File: config.mk
export PLATFORM = sky130hd
export DESIGN_NAME = button_event_queue
export DESIGN_NICKNAME = d
export VERILOG_FILES = /design/src/rtl/simon_pkg.sv /design/src/rtl/button_debounce.sv /design/src/rtl/button_event_queue.sv
export SDC_FILE = /design/constraint.sdc
export NUM_CORES = 1
export LEC_CHECK = 0
export ABC_AREA = 1
export BUFFER_PORTS_ARGS = -buffer_cell sky130_fd_sc_hd__buf_2
export CAP_MARGIN = 20
export CORE_ASPECT_RATIO = 1.2
export CORE_MARGIN = 2
export CORE_UTILIZATION = 40
export DETAILED_ROUTE_END_ITERATION = 7
export MAX_ROUTING_LAYER = met4
export PLACE_DENSITY = 0.58
export SLEW_MARGIN = 20
export SYNTH_ARGS = -nofsm -noshare
export SYNTH_HDL_FRONTEND = slang
export SYNTH_SLANG_ARGS = --single-unit
File: constraint.sdc
create_clock -name clock -period 11.2 [get_ports clock]
set_clock_uncertainty 0.05 [all_clocks]
set_input_delay 2.24 -clock clock [delete_from_list [all_inputs] [get_ports clock]]
set_output_delay 2.24 -clock clock [all_outputs]
set_load 0.03 [all_outputs]
File: src/rtl/simon_pkg.sv
// Shared Simon-game constants: colour codes, the button read address and the
// layout of the word returned on a button poll.
package simon_pkg;

    localparam logic [1:0] COLOR_RED    = 2'b00;
    localparam logic [1:0] COLOR_BLUE   = 2'b01;
    localparam logic [1:0] COLOR_GREEN  = 2'b10;
    localparam logic [1:0] COLOR_YELLOW = 2'b11;

    localparam logic [11:0] ADDR_BUTTON = 12'd7;

    localparam int VALID_BIT = 0;
    localparam int COLOR_LSB = 1;
    localparam int OVF_BIT   = 3;

    function automatic logic [31:0] pack_read(input logic       valid,
                                              input logic [1:0] color,
                                              input logic       ovf);
        logic [31:0] r_word;
        r_word                  = '0;
        r_word[VALID_BIT]       = valid;
        r_word[COLOR_LSB +: 2]  = color;
        r_word[OVF_BIT]         = ovf;
        return r_word;
    endfunction

endpackage

File: src/rtl/button_debounce.sv
// Two-flop synchroniser plus counter debouncer for one raw button; emits the
// accepted level and a one-cycle pulse on the cycle the level rises.
module button_debounce #(
    parameter int DEBOUNCE_CYCLES = 500000,
    parameter int CNT_W           = $clog2(DEBOUNCE_CYCLES + 1)
) (
    input  logic i_clock,
    input  logic i_reset,
    input  logic i_button,
    output logic o_stable,
    output logic o_rise
);

    localparam logic [CNT_W-1:0] CNT_MAX = CNT_W'(DEBOUNCE_CYCLES - 1);

    logic             r_sync1;
    logic             r_sync2;
    logic [CNT_W-1:0] r_cnt;
    logic             r_stable;
    logic             r_rise;

    always_ff @(posedge i_clock or posedge i_reset) begin
        if (i_reset) begin
            r_sync1  <= 1'b0;
            r_sync2  <= 1'b0;
            r_cnt    <= '0;
            r_stable <= 1'b0;
            r_rise   <= 1'b0;
        end else begin
            r_sync1 <= i_button;
            r_sync2 <= r_sync1;
            r_rise  <= 1'b0;
            if (r_sync2 == r_stable) begin
                r_cnt <= '0;
            end else if (r_cnt == CNT_MAX) begin
                // Level held long enough: accept it; only a rising change is an event
                r_stable <= r_sync2;
                r_cnt    <= '0;
                r_rise   <= r_sync2;
            end else begin
                r_cnt <= r_cnt + 1'b1;
            end
        end
    end

    assign o_stable = r_stable;
    assign o_rise   = r_rise;

endmodule

File: src/rtl/button_event_queue.sv
// Simon button responder: debounces four buttons, queues colour press events
// and returns the oldest one to the processor on a poll of the button address.
module button_event_queue
    import simon_pkg::*;
#(
    parameter int DEBOUNCE_CYCLES = 500000,
    parameter int FIFO_DEPTH      = 8,
    parameter int CNT_W           = $clog2(DEBOUNCE_CYCLES + 1)
) (
    input  logic                          clock,
    input  logic                          reset,
    input  logic                          red_button,
    input  logic                          blue_button,
    input  logic                          green_button,
    input  logic                          yellow_button,
    input  logic                          poll,
    output logic [31:0]                   data_out,
    output logic [$clog2(FIFO_DEPTH):0]   event_count
);

    localparam int AW = $clog2(FIFO_DEPTH);
    localparam int PW = AW + 1;

    logic [3:0]    w_raw;
    logic [3:0]    w_stable;
    logic [3:0]    w_rise;
    logic [3:0]    w_press;
    logic [3:0]    w_req;
    logic [3:0]    w_grant;
    logic [1:0]    w_push_color;
    logic          w_push_req;
    logic          w_empty;
    logic          w_full;
    logic          w_pop;
    logic          w_push;
    logic          w_drop;
    logic [1:0]    w_head;

    logic [3:0]    r_pending;
    logic [1:0]    r_mem [FIFO_DEPTH];
    logic [PW-1:0] r_wr;
    logic [PW-1:0] r_rd;
    logic          r_overflow;
    logic          r_poll_q;

    // Index order is also the arbitration priority and the colour code
    assign w_raw = {yellow_button, green_button, blue_button, red_button};

    for (genvar g = 0; g < 4; g++) begin : g_btn
        button_debounce #(
            .DEBOUNCE_CYCLES(DEBOUNCE_CYCLES),
            .CNT_W          (CNT_W)
        ) u_debounce (
            .i_clock (clock),
            .i_reset (reset),
            .i_button(w_raw[g]),
            .o_stable(w_stable[g]),
            .o_rise  (w_rise[g])
        );
    end

    assign w_press    = w_rise & w_stable;
    assign w_req      = r_pending | w_press;
    assign w_push_req = |w_req;

    always_comb begin
        w_grant      = '0;
        w_push_color = COLOR_RED;
        if (w_req[0]) begin
            w_grant      = 4'b0001;
            w_push_color = COLOR_RED;
        end else if (w_req[1]) begin
            w_grant      = 4'b0010;
            w_push_color = COLOR_BLUE;
        end else if (w_req[2]) begin
            w_grant      = 4'b0100;
            w_push_color = COLOR_GREEN;
        end else if (w_req[3]) begin
            w_grant      = 4'b1000;
            w_push_color = COLOR_YELLOW;
        end
    end

    assign w_empty = (r_wr == r_rd);
    assign w_full  = (r_wr[AW] != r_rd[AW]) && (r_wr[AW-1:0] == r_rd[AW-1:0]);
    assign w_pop   = poll & ~r_poll_q & ~w_empty;
    // A pop in the same cycle frees the slot, so a full queue can still accept
    assign w_push  = w_push_req & (~w_full | w_pop);
    assign w_drop  = w_push_req & w_full & ~w_pop;

    always_ff @(posedge clock or posedge reset) begin
        if (reset) begin
            r_pending  <= '0;
            r_wr       <= '0;
            r_rd       <= '0;
            r_overflow <= 1'b0;
            r_poll_q   <= 1'b0;
            for (int i = 0; i < FIFO_DEPTH; i++) begin
                r_mem[i] <= '0;
            end
        end else begin
            r_poll_q  <= poll;
            r_pending <= w_req & ~w_grant;
            if (w_push) begin
                r_mem[r_wr[AW-1:0]] <= w_push_color;
                r_wr                <= r_wr + 1'b1;
            end
            if (w_pop) begin
                r_rd <= r_rd + 1'b1;
            end
            if (w_drop) begin
                r_overflow <= 1'b1;
            end else if (w_pop) begin
                r_overflow <= 1'b0;
            end
        end
    end

    assign w_head      = w_empty ? COLOR_RED : r_mem[r_rd[AW-1:0]];
    assign data_out    = pack_read(~w_empty, w_head, r_overflow);
    assign event_count = r_wr - r_rd;

endmodule

==> flow_metrics.tcl, run 1 <==
set metrics [dict create \
    htreeDepth 4 \
    area_delta_synth_final_pct 11.5 \
    worstSkewPairLatency_ns 0.43 \
    dp_hpwl_um 10700 \
    run_status "complete, no violations" \
    holdWs_ns 0.299 \
    start_kind "flop" \
    finalSetupViolCount 0 \
    first_pass_iters 5 \
    tns_ns 0 \
    drt_iter0_drc 264 \
    route.detailed.drc 0 \
    hold_viol 0 \
    finalNetCount 987 \
    drv_slew 0 \
    p_sw_uw 326 \
    yosys_most_used_dff "dfrtp_1" \
    ys_top_cells_by_count "nand2_1 (228), nor2_1 (208), dfrtp_1 (121), inv_1 (109), nand3_1 (59)" \
    synthDistinctLibCells 38 \
    antenna_found_initial 0 \
    post-route-period-util_pct 38.8 \
    antenna_left 0 \
    syn_area_um2 7010 \
    holdPathStages 0 \
    track_usage_pct 17.3 \
    coreArea_um2 17400 \
    postCtsHoldBufs 0 \
    cp_max_fo 10 \
    cts.path.max_buffers 2 \
    numCtsBuffers 17 \
    synth-edff-count 0 \
    endpoint_kind "primary output" \
    chipHeight_um 149 \
    synthTopCellsByArea "dfrtp_1 (43%), nand2_1 (12%), nor2_1 (11%)" \
    synth.avg_cell_area_um2 7.41 \
    ys_ff_latch 121 \
    cts_setup_buffers 0 \
    drt_wl_total_um 14400 \
    worstSetupPathType "reg2out" \
    gp_congestion 0.894 \
    portBuffers 14 \
    die-area_um2 18600 \
    pwr-share-clk_pct 46.7 \
    cts.clk_slew.worst_paths_ns 0.06 \
    fp.dieW_um 125 \
    num_antenna_cells 0 \
    yosys_warnings 0 \
    pwr-share-comb_pct 14.1 \
    synth.most_common_cell "nand2_1" \
    crit_required_ns 8.91 \
    layout-drive-gt1-share_pct 10.9 \
    ys_seq_area_share_pct 43.2 \
    grt.overflow.total 0 \
    sw_frac_of_total_pct 27.3 \
    nFillCells 1768 \
    relSlewSlack_pct 32.4 \
    maxCapViolCount 0 \
    cts.sink_count 121 \
    grt_pass1_vias 5526 \
    worst_pin_slew_ns 1.01 \
    ioPinCount 43 \
    synth-async-reset-ratio_pct 100 \
    p_seq_share_pct 39.1 \
    power_density_nw_per_um2 153 \
    ir_drop_v 0.000108 \
    avgViaCountPerCell 4.69 \
    p_leak_nw 3.55 \
    yosys.area.top_type_share_pct 43.2 \
    grt_pass1_wl_um 25400 \
    r2r_cells 10 \
    ctsResizeCount 0 \
    rows 53 \
    grt_max_degree 66 \
    cts_tree "built" \
    intPower_uw 869 \
    max_freq_ghz 0.230 \
    rsz0062_at_grt "no" \
    cts-root-buf "clkbuf_16" \
    holdCritPathClass "reg2reg" \
    via_count 5639 \
    yosys.area.top_type "dfrtp_1" \
    start_util_pct 40.4 \
    p_total_mw 1.19 \
    post-route-min-period_ns 4.34 \
    crit_arrival_ns 2.05 \
    postSynthCellCount 947 \
    wl_per_cell_um 12.0 \
]
[area by class of cell]
class                           instances  area, µm²  area share [%]
Multi-Input combinational cell        694       3370            43.2
Sequential cell                       121       3030            38.7
Clock buffer                           23        488            6.24
Inverter                              121        457            5.84
Tap cell                              220        275            3.52
Clock inverter                          8        118            1.50
Timing Repair Buffer                   15       77.6           0.992
[cell usage in the layout (no fill, tap or decap), drive strengths merged, types with 2 or more instances in the layout]
cell type	instances
nor2	235
xor2	33
clkbuf	23
nor3	12
buf	15
dfrtp	121
xnor2	7
nand4	12
ha	9
nand2	239
conb	28
clkinv	4
o21ai	22
nor3b	3
bufinv	3
a211oi	4
nand3	62
o22ai	2
a21oi	20
inv	121
[cell families after synthesis]
| logic type | Yosys count | synth area share (%) |
|---|---|---|
| buffers and inverters | 159 | 10.4 |
| xor gates and xnor gates | 40 | 5.00 |
| AOI/OAI and AO/OA | 50 | 4.03 |
| adders and majority gates | 10 | 1.89 |
| other | 1 | 0.0535 |
| and+or+nand+nor | 566 | 35.5 |
| DFF | 121 | 43.2 |
[critical path: stages, from the launching register on]
cell and delay (ns):
dfrtp_1 0.51, inv_1 0.15, ha_1 0.31, nand2_2 0.07
nor2_4 0.16, nand2_1 0.10, o21ai_0 0.09, nor2_1 0.05
buf_2 0.17
[per-stage QoR]
stage | utilization (%) | instances | area, µm² | worst slack (ns)
2_1_floorplan | - | 974 | 7110 | 5.70
3_3_place_gp | 41.4 | 1171 | 7200 | 7.35
3_5_place_dp | 41.5 | 1171 | 7200 | 7.32
4_1_cts | 45.0 | 1202 | 7810 | 6.86
5_1_grt | 45.0 | 1202 | 7820 | 6.64
6_report | 45.0 | 1202 | 7820 | 6.86
[layer usage]
metal | up-vias | part of all wire [%] | wire length [µm] | GRT usage [%]
li1 | 2914 | - | - | -
met1 | 2616 | 47 | 6760 | 20.7
met2 | 80 | 48 | 6930 | 28.5
met3 | 29 | 2.9 | 417 | 3.95
met4 | 0 | 2.4 | 344 | 6.67
met5 | - | 0 | 0 | -
[path summary, 6_finish.rpt]
| kind | endpoint | start | slack, ns |
|---|---|---|---|
| worst max-delay path | data_out[2] | r_rd[1] | 6.86 |
| worst min-delay path | g_btn[0].u_debounce.r_sync2 | g_btn[0].u_debounce.r_sync1 | 0.30 |
| worst max register to register | r_mem[1] | r_rd[1] | 9.03 |
| worst min register to register | g_btn[0].u_debounce.r_sync2 | g_btn[0].u_debounce.r_sync1 | 0.30 |
| max in group asynchronous | g_btn[1].u_debounce.r_cnt[10] | reset | 7.94 |
| min in group asynchronous | g_btn[0].u_debounce.r_sync1 | reset | 1.89 |
[flip-flops by register name (all words and copies together) (netlist names)]
register,count
g_btn.u_debounce.o_rise,4
g_btn.u_debounce.r_sync2,4
r_wr,4
r_pending,3
r_rd,4
g_btn.u_debounce.r_sync1,4
r_poll_q,1
g_btn.u_debounce.o_stable,4
r_mem,16
r_overflow,1
g_btn.u_debounce.r_cnt,76
[power by group through the flow]
stage	combinational, mW	clock [mW]	sequential, mW
2_1_floorplan	0.145	0	0.468
3_3_place_gp	0.167	0	0.474
3_5_place_dp	0.170	0	0.475
4_1_cts	0.170	0.573	0.467
5_1_grt	0.191	0.594	0.469
6_report	0.169	0.558	0.467
Power figures use the tool's default switching activity.
==> inputs of run 2 (changes only) <==
==> constraint.sdc (replaced) <==
create_clock -name clock -period 4.1 [get_ports clock]
set_clock_uncertainty 0.05 [all_clocks]
set_input_delay 0.82 -clock clock [delete_from_list [all_inputs] [get_ports clock]]
set_output_delay 0.82 -clock clock [all_outputs]
set_load 0.03 [all_outputs]
==> flow_metrics.tcl, run 2 (same netlist as run 1, synthesis figures left out) <==
set metrics [dict create \
    run_status "complete, no violations" \
    nFillCells 1799 \
    wl_per_cell_um 11.8 \
    largest-register "g_btn.u_debounce.r_cnt" \
    hold_viol 0 \
    first_pass_iters 4 \
    worstSkewPairLatency_ns 0.41 \
    sw_frac_of_total_pct 26.6 \
    intPower_mw 2.45 \
    layoutNonFillerInstCount 1203 \
    seq_area_um2 3030 \
    relSlewSlack_pct 27.4 \
    cts_tree "built" \
    endpoint_kind "primary output" \
    p_seq_share_pct 38.2 \
    track_usage_pct 17.1 \
    portBuffers 14 \
    pwr-share-comb_pct 13.6 \
    dp.cells 1172 \
    top_regs "g_btn.u_debounce.r_cnt: 76 flops, r_mem: 16 flops" \
    antenna_left 0 \
    layout-drive-gt1-share_pct 10.9 \
    dp_hpwl_um 10500 \
    antenna_found_initial 0 \
    drt_iter0_drc 341 \
    grt_max_degree 70 \
    rows 53 \
    p_leak_nw 3.57 \
    worstSetupPathType "reg2out" \
    pwr-share-clk_pct 48.2 \
    drv_slew 0 \
    fp.dieW_um 125 \
    ctsResizeCount 0 \
    drt_wl_total_um 14200 \
    numCtsBuffers 17 \
    num_antenna_cells 0 \
    power_density_nw_per_um2 425 \
    cts.clk_slew.worst_paths_ns 0.06 \
    coreArea_um2 17400 \
    post-route-period-util_pct 70.8 \
    max_freq_ghz 0.345 \
    ir_drop_v 0.000283 \
    avgViaCountPerCell 4.63 \
    cts.sink_count 121 \
    crit_arrival_ns 2.03 \
    start_kind "flop" \
    multi_input_area_um2 3360 \
    area_delta_synth_final_pct 12.0 \
    worst_pin_slew_ns 1.08 \
    dp_worst_setup_slack_ns 1.62 \
    layout_common_cells "nand2_1 (228), nor2_1 (208), dfrtp_1 (121)" \
    final_common_cell "nand2_1" \
    cp_max_fo 10 \
    tns_ns 0 \
    chipHeight_um 149 \
    maxCapViolCount 0 \
    via_count 5575 \
    ioPinCount 43 \
    finalNetCount 988 \
    grt_pass1_wl_um 25200 \
    grt.overflow.total 0 \
    route.detailed.drc 0 \
    htreeDepth 4 \
    post-route-min-period_ns 2.90 \
    start_util_pct 40.4 \
    finalSetupViolCount 0 \
    p_sw_uw 887 \
    rsz0062_at_grt "no" \
    cts-root-buf "clkbuf_16" \
    holdCritPathClass "reg2reg" \
    gp_congestion 0.875 \
    cts_setup_buffers 0 \
    largest_register_ffs 76 \
    grt_pass1_vias 5500 \
    cts.path.max_buffers 2 \
    postCtsHoldBufs 0 \
    setup_slack_ns 1.20 \
    die-area_um2 18600 \
    crit_required_ns 3.23 \
]
[run 2: worst max-delay path: stages, from the launching register on]
cell	delay, ns
dfrtp_1	0.50
inv_1	0.14
ha_1	0.31
nand2_2	0.07
o21ai_0	0.21
xor2_1	0.16
buf_2	0.21
[run 2: per-stage QoR]
step           util, %  cell area, µm²  hold WS [ns]  total power [mW]
4_1_cts           45.2            7860         0.296              3.39
3_5_place_dp      41.5            7220         0.286              1.76
5_1_grt           45.2            7860         0.313              3.50
3_3_place_gp      41.5            7220         0.283              1.75
2_1_floorplan        -            7110         0.281              1.67
6_report          45.2            7860         0.295              3.34
[run 2: area by class of cell]
class,count,area share [%]
clock buffers,23,6.34
clock inverters,8,1.78
inverters,121,5.81
multi-input cells,694,42.8
flip-flops and latches,121,38.5
well taps,220,3.50
repair buffers,16,1.24
[run 2: layer usage]
metal | global-route usage, % | share of wire, % | vias up
li1 | - | - | 2903
met1 | 20.3 | 46 | 2574
met2 | 28.4 | 50 | 79
met3 | 4.09 | 2.7 | 19
met4 | 6.61 | 1.6 | 0
met5 | - | 0 | -
[run 2: final timing paths]
check	startpoint	endpoint	slack, ns	depth (start not counted)
max in group asynchronous	reset	g_btn[1].u_debounce.r_cnt[2]	2.69	3
worst max-delay path	r_rd[1]	event_count[3]	1.20	6
worst max register to register	r_rd[1]	r_mem[1]	1.96	10
worst min-delay path	g_btn[1].u_debounce.r_sync1	g_btn[1].u_debounce.r_sync2	0.30	0
worst min register to register	g_btn[1].u_debounce.r_sync1	g_btn[1].u_debounce.r_sync2	0.30	0
min in group asynchronous	reset	g_btn[0].u_debounce.r_cnt[16]	0.54	2
[run 2: power by group through the flow]
| stage | Sequential, mW | Combinational (mW) | Clock, mW |
|---|---|---|---|
| final | 1.28 | 0.454 | 1.61 |
| after global routing | 1.28 | 0.512 | 1.70 |
| after CTS | 1.28 | 0.462 | 1.65 |
| after detailed placement | 1.30 | 0.461 | 0 |
| after global placement | 1.30 | 0.457 | 0 |
| after floorplan | 1.28 | 0.396 | 0 |
